`config.mk`:
```
export PLATFORM = sky130hd
export DESIGN_NAME = datapath_run_ctrl_flat
export DESIGN_NICKNAME = d
export VERILOG_FILES = /design/src/rtl/datapath_run_ctrl_if.sv /design/src/rtl/datapath_run_ctrl.sv /design/src/flat_wrapper.sv
export SDC_FILE = /design/constraint.sdc
export NUM_CORES = 1
export LEC_CHECK = 0
export CORE_MARGIN = 10
export CORE_UTILIZATION = 35
export CTS_CLUSTER_SIZE = 24
export DETAILED_ROUTE_END_ITERATION = 6
export DONT_BUFFER_PORTS = 1
export PLACE_DENSITY_LB_ADDON = 0.15
export SLEW_MARGIN = 30
export SYNTH_ARGS = -nofsm -noshare
export SYNTH_HDL_FRONTEND = slang
export SYNTH_SLANG_ARGS = --single-unit
```
`constraint.sdc`:
```
create_clock -name clock -period 6.95 [get_ports clock]
set_input_delay 2.085 -clock clock [delete_from_list [all_inputs] [get_ports clock]]
set_output_delay 2.085 -clock clock [all_outputs]
set_load 0.01 [all_outputs]
```
`src/rtl/datapath_run_ctrl_if.sv`:
```
// Run-control bus between a datapath harness and datapath_run_ctrl.
// The master drives the run commands and trace read index; the slave returns status and trace data.
interface datapath_run_ctrl_if #(
  parameter int XLEN  = 32,
  parameter int DEPTH = 16
);
  localparam int AW = $clog2(DEPTH);

  logic            start;
  logic            stop;
  logic [XLEN-1:0] pc_in;
  logic [31:0]     instr_in;
  logic [AW-1:0]   rd_addr;
  logic            core_reset;
  logic            running;
  logic            halted;
  logic [1:0]      halt_cause;
  logic [XLEN-1:0] cycle_count;
  logic [AW:0]     trace_count;
  logic [XLEN-1:0] rd_data;

  modport master (
    output start, stop, pc_in, instr_in, rd_addr,
    input  core_reset, running, halted, halt_cause, cycle_count, trace_count, rd_data
  );

  modport slave (
    input  start, stop, pc_in, instr_in, rd_addr,
    output core_reset, running, halted, halt_cause, cycle_count, trace_count, rd_data
  );
endinterface

```
`src/rtl/datapath_run_ctrl.sv`:
```
// Run controller for a datapath: holds it in reset, lets it run, and halts on ebreak/ecall/stop/limit.
// A circular buffer records every PC executed during the run for later read-back.
module datapath_run_ctrl #(
  parameter int XLEN       = 32,
  parameter int DEPTH      = 16,
  parameter int RST_HOLD   = 3,
  parameter int MAX_CYCLES = 1024
) (
  input logic                clock,
  input logic                reset,
  datapath_run_ctrl_if.slave bus
);
  localparam int AW = $clog2(DEPTH);
  localparam int HW = (RST_HOLD > 1) ? $clog2(RST_HOLD) : 1;

  localparam logic [31:0]     EBREAK    = 32'h0010_0073;
  localparam logic [31:0]     ECALL     = 32'h0000_0073;
  localparam logic [XLEN-1:0] MAX_C     = XLEN'(MAX_CYCLES);
  localparam logic [XLEN-1:0] CYC_ONE   = XLEN'(1);
  localparam logic [AW:0]     FULL      = (AW+1)'(DEPTH);
  localparam logic [AW:0]     TC_ONE    = (AW+1)'(1);
  localparam logic [AW-1:0]   WP_ONE    = AW'(1);
  localparam logic [HW-1:0]   HOLD_INIT = HW'(RST_HOLD - 1);
  localparam logic [HW-1:0]   HOLD_ONE  = HW'(1);

  typedef enum logic [1:0] {
    IDLE = 2'd0,
    HOLD = 2'd1,
    RUN  = 2'd2,
    HALT = 2'd3
  } state_t;

  state_t          state_r;
  logic [HW-1:0]   hold_cnt_r;
  logic [AW-1:0]   wptr_r;
  logic [AW:0]     trace_count_r;
  logic [XLEN-1:0] cycle_count_r;
  logic [1:0]      halt_cause_r;
  logic            core_reset_r;
  logic            running_r;
  logic            halted_r;
  logic [XLEN-1:0] trace_mem_r [DEPTH];

  logic [XLEN-1:0] cycle_next_s;
  logic            halt_s;
  logic [1:0]      cause_s;
  logic [AW-1:0]   oldest_s;
  logic [AW-1:0]   rd_idx_s;

  assign cycle_next_s = cycle_count_r + CYC_ONE;

  // Halt decision for the current RUN cycle, ebreak first, then ecall, then stop/limit
  always_comb begin
    halt_s  = 1'b0;
    cause_s = 2'b00;
    if (bus.instr_in == EBREAK) begin
      halt_s  = 1'b1;
      cause_s = 2'b01;
    end else if (bus.instr_in == ECALL) begin
      halt_s  = 1'b1;
      cause_s = 2'b10;
    end else if (bus.stop || (cycle_next_s == MAX_C)) begin
      halt_s  = 1'b1;
      cause_s = 2'b11;
    end else begin
      halt_s  = 1'b0;
      cause_s = 2'b00;
    end
  end

  // Run-control state machine with registered status outputs
  always_ff @(posedge clock or negedge reset) begin
    if (!reset) begin
      state_r       <= IDLE;
      hold_cnt_r    <= '0;
      wptr_r        <= '0;
      trace_count_r <= '0;
      cycle_count_r <= '0;
      halt_cause_r  <= 2'b00;
      core_reset_r  <= 1'b1;
      running_r     <= 1'b0;
      halted_r      <= 1'b0;
    end else begin
      case (state_r)
        IDLE, HALT: begin
          if (bus.start) begin
            state_r       <= HOLD;
            hold_cnt_r    <= HOLD_INIT;
            wptr_r        <= '0;
            trace_count_r <= '0;
            cycle_count_r <= '0;
            halt_cause_r  <= 2'b00;
            core_reset_r  <= 1'b1;
            running_r     <= 1'b0;
            halted_r      <= 1'b0;
          end
        end
        HOLD: begin
          if (hold_cnt_r == '0) begin
            state_r      <= RUN;
            core_reset_r <= 1'b0;
            running_r    <= 1'b1;
          end else begin
            hold_cnt_r <= hold_cnt_r - HOLD_ONE;
          end
        end
        RUN: begin
          wptr_r        <= wptr_r + WP_ONE;
          cycle_count_r <= cycle_next_s;
          if (trace_count_r != FULL) begin
            trace_count_r <= trace_count_r + TC_ONE;
          end
          if (halt_s) begin
            state_r      <= HALT;
            halt_cause_r <= cause_s;
            running_r    <= 1'b0;
            halted_r     <= 1'b1;
          end
        end
        default: begin
          state_r      <= IDLE;
          core_reset_r <= 1'b1;
          running_r    <= 1'b0;
          halted_r     <= 1'b0;
        end
      endcase
    end
  end

  // Trace buffer write; contents are never reset, only valid entries are read back
  always_ff @(posedge clock) begin
    if (state_r == RUN) begin
      trace_mem_r[wptr_r] <= bus.pc_in;
    end
  end

  assign oldest_s = (trace_count_r == FULL) ? wptr_r : '0;
  assign rd_idx_s = oldest_s + bus.rd_addr;

  assign bus.rd_data     = trace_mem_r[rd_idx_s];
  assign bus.core_reset  = core_reset_r;
  assign bus.running     = running_r;
  assign bus.halted      = halted_r;
  assign bus.halt_cause  = halt_cause_r;
  assign bus.cycle_count = cycle_count_r;
  assign bus.trace_count = trace_count_r;
endmodule

```
`src/flat_wrapper.sv`:
```
// flat-port wrapper written by rule: the top's interface ports become plain ports
module datapath_run_ctrl_flat 
#(
  parameter int XLEN       = 32,
  parameter int DEPTH      = 16,
  parameter int RST_HOLD   = 3,
  parameter int MAX_CYCLES = 1024
)
  (clock, reset, bus_start, bus_stop, bus_pc_in, bus_instr_in, bus_rd_addr, bus_core_reset, bus_running, bus_halted, bus_halt_cause, bus_cycle_count, bus_trace_count, bus_rd_data);
  datapath_run_ctrl_if #(.XLEN(XLEN), .DEPTH(DEPTH)) bus_i ();
  input logic clock;
  input logic reset;
  input wire logic [$bits(bus_i.start)-1:0] bus_start;
  input wire logic [$bits(bus_i.stop)-1:0] bus_stop;
  input wire logic [$bits(bus_i.pc_in)-1:0] bus_pc_in;
  input wire logic [$bits(bus_i.instr_in)-1:0] bus_instr_in;
  input wire logic [$bits(bus_i.rd_addr)-1:0] bus_rd_addr;
  output wire logic [$bits(bus_i.core_reset)-1:0] bus_core_reset;
  output wire logic [$bits(bus_i.running)-1:0] bus_running;
  output wire logic [$bits(bus_i.halted)-1:0] bus_halted;
  output wire logic [$bits(bus_i.halt_cause)-1:0] bus_halt_cause;
  output wire logic [$bits(bus_i.cycle_count)-1:0] bus_cycle_count;
  output wire logic [$bits(bus_i.trace_count)-1:0] bus_trace_count;
  output wire logic [$bits(bus_i.rd_data)-1:0] bus_rd_data;
  assign bus_i.start = bus_start;
  assign bus_i.stop = bus_stop;
  assign bus_i.pc_in = bus_pc_in;
  assign bus_i.instr_in = bus_instr_in;
  assign bus_i.rd_addr = bus_rd_addr;
  assign bus_core_reset = bus_i.core_reset;
  assign bus_running = bus_i.running;
  assign bus_halted = bus_i.halted;
  assign bus_halt_cause = bus_i.halt_cause;
  assign bus_cycle_count = bus_i.cycle_count;
  assign bus_trace_count = bus_i.trace_count;
  assign bus_rd_data = bus_i.rd_data;
  datapath_run_ctrl #(.XLEN(XLEN), .DEPTH(DEPTH), .RST_HOLD(RST_HOLD), .MAX_CYCLES(MAX_CYCLES)) u_core (.clock(clock), .reset(reset), .bus(bus_i));
endmodule
```
======== After elaboration in Yosys (flattened, before gate mapping) ========
Memory sizes are Yosys's and may differ from the RTL's.
Cells that the tools add are included.
storage, ports and cells
  memories ................................ 1
  input bits .............................. 72
  word-level logic and storage cells ...... 75
  memory bits (writable) .................. 512
  bits in latches ......................... 0
  output and inout bits ................... 74
  flip-flop bits (word level) ............. 50
  bits in read-only memories .............. 0
memories
  memory              depth  width  read ports  clocked after Yosys merged registers in  wr ports  line                     RTL
  u_core.trace_mem_r  16     32     1           0                                        1         datapath_run_ctrl.sv:42  logic [XLEN-1:0] trace_mem_r [DEPTH];
cells by class
  multipliers ............................. 0
  shift-type cells ........................ 0
  order comparisons ....................... 0
  bitwise operators ....................... 0
  reduce and logical (&&, ||, !) cells .... 12
  add/subtract/negate cells ............... 5
  equal/unequal tests ..................... 13
  divide/modulo/power cells ............... 0
  mux-type cells .......................... 35
operators with widths
  cell                                                    number
  one-hot mux 32 bit (2 select lines)                     1
  adder 32 x 1 -> 32 bit (second input constant)          1
  == test 32 x 11 -> 1 bit (second input constant)        1
  == test 32 x 21 -> 1 bit (second input constant)        1
  == test 32 x 7 -> 1 bit (second input constant)         1
  two-way mux 32 bit                                      1
  two-way mux 2 bit                                       10
  AND reduction 3 bit                                     5
  two-way mux 1 bit                                       11
  two-way mux 5 bit                                       2
  one-hot mux 5 bit (2 select lines)                      1
  two-way mux 4 bit                                       2
  one-hot mux 2 bit (2 select lines)                      2
  one-hot mux 4 bit (2 select lines)                      1
  inequality test 2 x 1 -> 1 bit (second input constant)  3
  one-hot mux 2 bit (3 select lines)                      1
  adder 5 x 1 -> 5 bit (second input constant)            1
  == test 5 bit (second input constant)                   1
  inequality test 5 bit (second input constant)           1
  adder 4 x 1 -> 4 bit (second input constant)            1
  adder 4 bit                                             1
  == test 2 bit (second input constant)                   2
  zero test 2 bit                                         2
  inequality test 2 bit (second input constant)           2
  8 further kinds                                         10

======== Logic depth before layout (Yosys ltp) ========
  depth in word-level cells ............... 8
  mapped depth ............................ 13

======== Worst setup path after synthesis ========
No wires, ideal clock.
  kind .................................... input -> output
  start point ............................. input port bus_rd_addr[0]
  end point ............................... output port bus_rd_data[31]
  cell stages on the path ................. 9
  setup slack ............................. 0.557 ns
  arrival ................................. 4.308 ns
  data required time ...................... 4.865 ns
  path through ............................ ha_1 > inv_1 > fa_1 > clkbuf_1 > buf_1 > clkbuf_1 > mux4_2 > nand2_1 > a31oi_1
on the way
  word-level cells in the longest chain between the ends .. 2
RTL lines
  what                  line                      RTL
  start: declaration    flat_wrapper.sv:17        input wire logic [$bits(bus_i.rd_addr)-1:0] bus_rd_addr;
  adder 4 bit           datapath_run_ctrl.sv:138  assign rd_idx_s = oldest_s + bus.rd_addr;
  memory (16 x 32 bit)  --
  end: declaration      flat_wrapper.sv:24        output wire logic [$bits(bus_i.rd_data)-1:0] bus_rd_data;
Every way passes these cells.

======== Final worst setup path ========
  start point ............................. input port bus_rd_addr[0]
  end point ............................... output port bus_rd_data[4]
Same word-level chain as after synthesis.

==> run_results.csv <==
group,metric,value,unit
sta,rsz0062_at_grt,"false",
cts,numCtsBuffers,60,
cts,clk_pin_slew,0.06,ns
die,num_io_pins,146,
global_routing,globalRoute.busiestLayer,"met2",
synthesis,yosysSeqAreaShare,0.727,
final_layout,diodes,0,
die,die_y,276,µm
global_routing,use_met3,0.0340,
global_routing,track_usage,0.151,
final_layout,stdcell_area,0.0261,mm²
routing,viasPerCell,5.28,
sta,min_period_over_period,0.928,
synthesis,syn_nets,1373,
cts,h-tree-depth,2,
die,initial_core_util,0.354,
setup_path,cp.required,4.87,ns
cts,root_buffer,"clkbuf_16",
die,row_count,93,
sta,skew,0.0140,ns
cts,cts_resized,0,
die,core_region_area,0.0646,mm²
placed_design,routabilityCongestion,0.731,
placed_design,portBuffers,0,
placed_design,place_area,0.0242,mm²
die,design.die.area,0.0760,mm²
synthesis,synth_area_leaders,"edfxtp_1, mux4_2, dfrtp_1",
setup_path,path_buf_inv,2,
power_and_ir_drop,powerDensity,296,mW/mm²
synthesis,synth_ff_type,"edfxtp_1",
sta,finalCriticalPeriod,6.45,ns
sta,final-max-slew-violation-count,0,
final_layout,final_cells,2222,
cts,postCtsSetupRepairBufs,0,
synthesis,synth-edff-count,512,
synthesis,syn_area_per_cell,17.8,µm²
run_status,status,"completed",
setup_path,cp_top_family,"adder cells",
cts,cts_buffer_depth,3,
die,die_w,276,µm
power_and_ir_drop,p_leak,0.00834,µW
final_layout,fin_nets,1404,
global_routing,antenna_found_initial,0,
sta,setup_viol,0,
placed_design,dp_hpwl,30700,µm
routing,ant_nets,0,
synthesis,syn_inst,1286,
setup_path,end_kind,"output pin",
synthesis,ys_warn_count,0,
sta,worst_pin_slew,0.971,ns
final_layout,area_delta_synth_final,13.9,%
sta,hold_viol,0,
global_routing,grt_pass1_vias,12600,
synthesis,synth.most_common_cell,"edfxtp_1",
sta,setup_slack,0.499,ns
cts,cts_tree,"built",
sta,slew_headroom,0.353,
routing,wirelength,56500,µm
worst_hold_path,hp-class,"register to register",
synthesis,synth_largest_area_cell,"edfxtp_1",
global_routing,gr-total-overflow,0,
setup_path,path_cells,"ha_4 > inv_1 > fa_4 > buf_12 > mux4_2 > and2_1 > a211oi_1 > a31oi_1",
synthesis,synth_top_area_frac,0.672,
cts,clk_latency,0.63,ns
synthesis,yosys.cell_types.count,57,
synthesis,syn_area,0.0229,mm²
global_routing,grt_util_met1,0.191,
setup_path,critical_path_class,"input pin to output pin",
cts,hold_buffers,0,
routing,drc,0,
setup_path,critPathArrivalTime,4.37,ns
global_routing,use_met2,0.257,
sta,max_freq,155,MHz
setup_path,critPathLaunchType,"input pin",
cts,clkSinkCount,562,
placed_design,dp.cells,2110,
routing,drtIter0Drc,842,
final_layout,drive_above_1_share,0.202,
synthesis,synth-seq-cells,562,
power_and_ir_drop,peakVddDrop,178,µV
setup_path,path_max_fanout,48,
synthesis,yosys-top-cells-count,"edfxtp_1, mux4_2, nand2_1, dfrtp_1, o21ai_0",
global_routing,grt_pass1_wl,85100,µm
synthesis,synthArstFlopShare,0.0890,
setup_path,critical-path-max-stage-delay,0.80,ns
routing,firstDrtPassIters,5,
routing,wl_per_cell,25.4,µm
global_routing,grt_max_degree,65,
sta,finalSetupTns,0,ns
routing,vias,11700,
placed_design,dp_slack,0.486,ns
run,max_cap_viol_count,0,
final_layout,fin_util,0.403,
setup_path,cp_slowest_cell,"fa_4",
## cells by family after synthesis
family / share of synthesized area
fa+ha+maj: 0.00853
xor+xnor: 0.00919
buf+inv: 0.0164
mux: 0.129
compound gates: 0.0454
flops: 0.727
simple gates: 0.0650
## power by group
group | switching (µW) | leakage, µW | internal, µW
sequential | 85.8 | 0.00528 | 3840
clock | 1280 | 0.000880 | 1700
combinational | 518 | 0.00217 | 290
## flip-flops by register name, indices dropped and copies added, names as in the netlist
signal / flops
u_core.trace_mem_r: 512
u_core.bus.cycle_count: 32
u_core.bus.trace_count: 5
u_core.wptr_r: 4
u_core.bus.halt_cause: 2
u_core.hold_cnt_r: 2
u_core.state_r: 2
u_core.bus.core_reset: 1
u_core.bus.halted: 1
u_core.bus.running: 1
## layer usage
metal	up-vias	part of all wire	wire length, µm
met1	6242	0.43	24300
met2	188	0.50	28400
met5	-	0	0
met3	68	0.047	2630
li1	5225	-	-
met4	0	0.019	1090
## worst paths after layout
| path | startpoint | to | cells past startpoint | slack (ns) |
|---|---|---|---|---|
| worst max-delay path | bus_rd_addr[0] | bus_rd_data[4] | 8 | 0.50 |
| worst min-delay path | u_core.hold_cnt_r[0] | u_core.hold_cnt_r[0] | 1 | 0.51 |
| worst max register to register | u_core.bus.cycle_count[10] | u_core.state_r[1] | 8 | 3.24 |
| worst min register to register | u_core.hold_cnt_r[0] | u_core.hold_cnt_r[0] | 1 | 0.51 |
| max in group asynchronous | reset | u_core.bus.core_reset | 0 | 5.60 |
| min in group asynchronous | reset | u_core.bus.cycle_count[9] | 0 | 1.16 |
## stage by stage
stage | hold WS [ns] | power [µW]
finish | 0.512 | 7720
global route | 0.537 | 8060
detailed placement | 0.505 | 4820
global placement | 0.493 | 4810
floorplan | 0.473 | 4540
CTS | 0.522 | 7830
## worst register-to-register path: stages (launching register included)
cell,delay [ns]
dfrtp_1,0.58
nand4_1,0.40
nor4_1,0.60
nand4_1,0.32
xnor2_1,0.23
or4_4,0.56
nor4_4,0.50
o21ai_2,0.16
a22o_1,0.25
## cell type report
class	count	area (µm²)
Sequential cell	562	16600
Multi-Input combinational cell	637	6040
Clock inverter	29	231
Clock buffer	83	1590
Fill cell	5842	38500
Timing Repair Buffer	40	438
Tap cell	855	1070
Inverter	16	60.1
## cells in the final DEF, fill, tap and decap left out, types with 3 or more instances in the layout
cell | netlist | routed
nor2_4 | 0 | 12
nor2_1 | 38 | 26
clkbuf_1 | 46 | 23
o31ai_1 | 10 | 10
nor3_1 | 21 | 17
inv_1 | 16 | 16
and2_1 | 35 | 35
o221ai_1 | 3 | 3
edfxtp_1 | 512 | 512
nor3_2 | 1 | 5
clkinv_1 | 0 | 17
bufinv_16 | 0 | 3
xnor2_1 | 12 | 10
a21oi_1 | 18 | 18
a22o_1 | 5 | 5
ha_1 | 14 | 13
or3_1 | 3 | 3
nand2b_1 | 3 | 3
o21ai_0 | 47 | 47
a31oi_1 | 36 | 36
nand3_1 | 24 | 24
clkbuf_16 | 0 | 60
buf_4 | 0 | 29
nand2_1 | 126 | 126
dfrtp_1 | 49 | 49
mux4_2 | 128 | 128
nand4_1 | 14 | 14
buf_12 | 0 | 11
mux2i_1 | 4 | 4
clkinv_2 | 0 | 6
and3_1 | 9 | 9
xor2_1 | 12 | 11
or2_2 | 4 | 4
a211oi_1 | 32 | 32
nor4_1 | 10 | 10
Power figures use the tool's default switching activity.
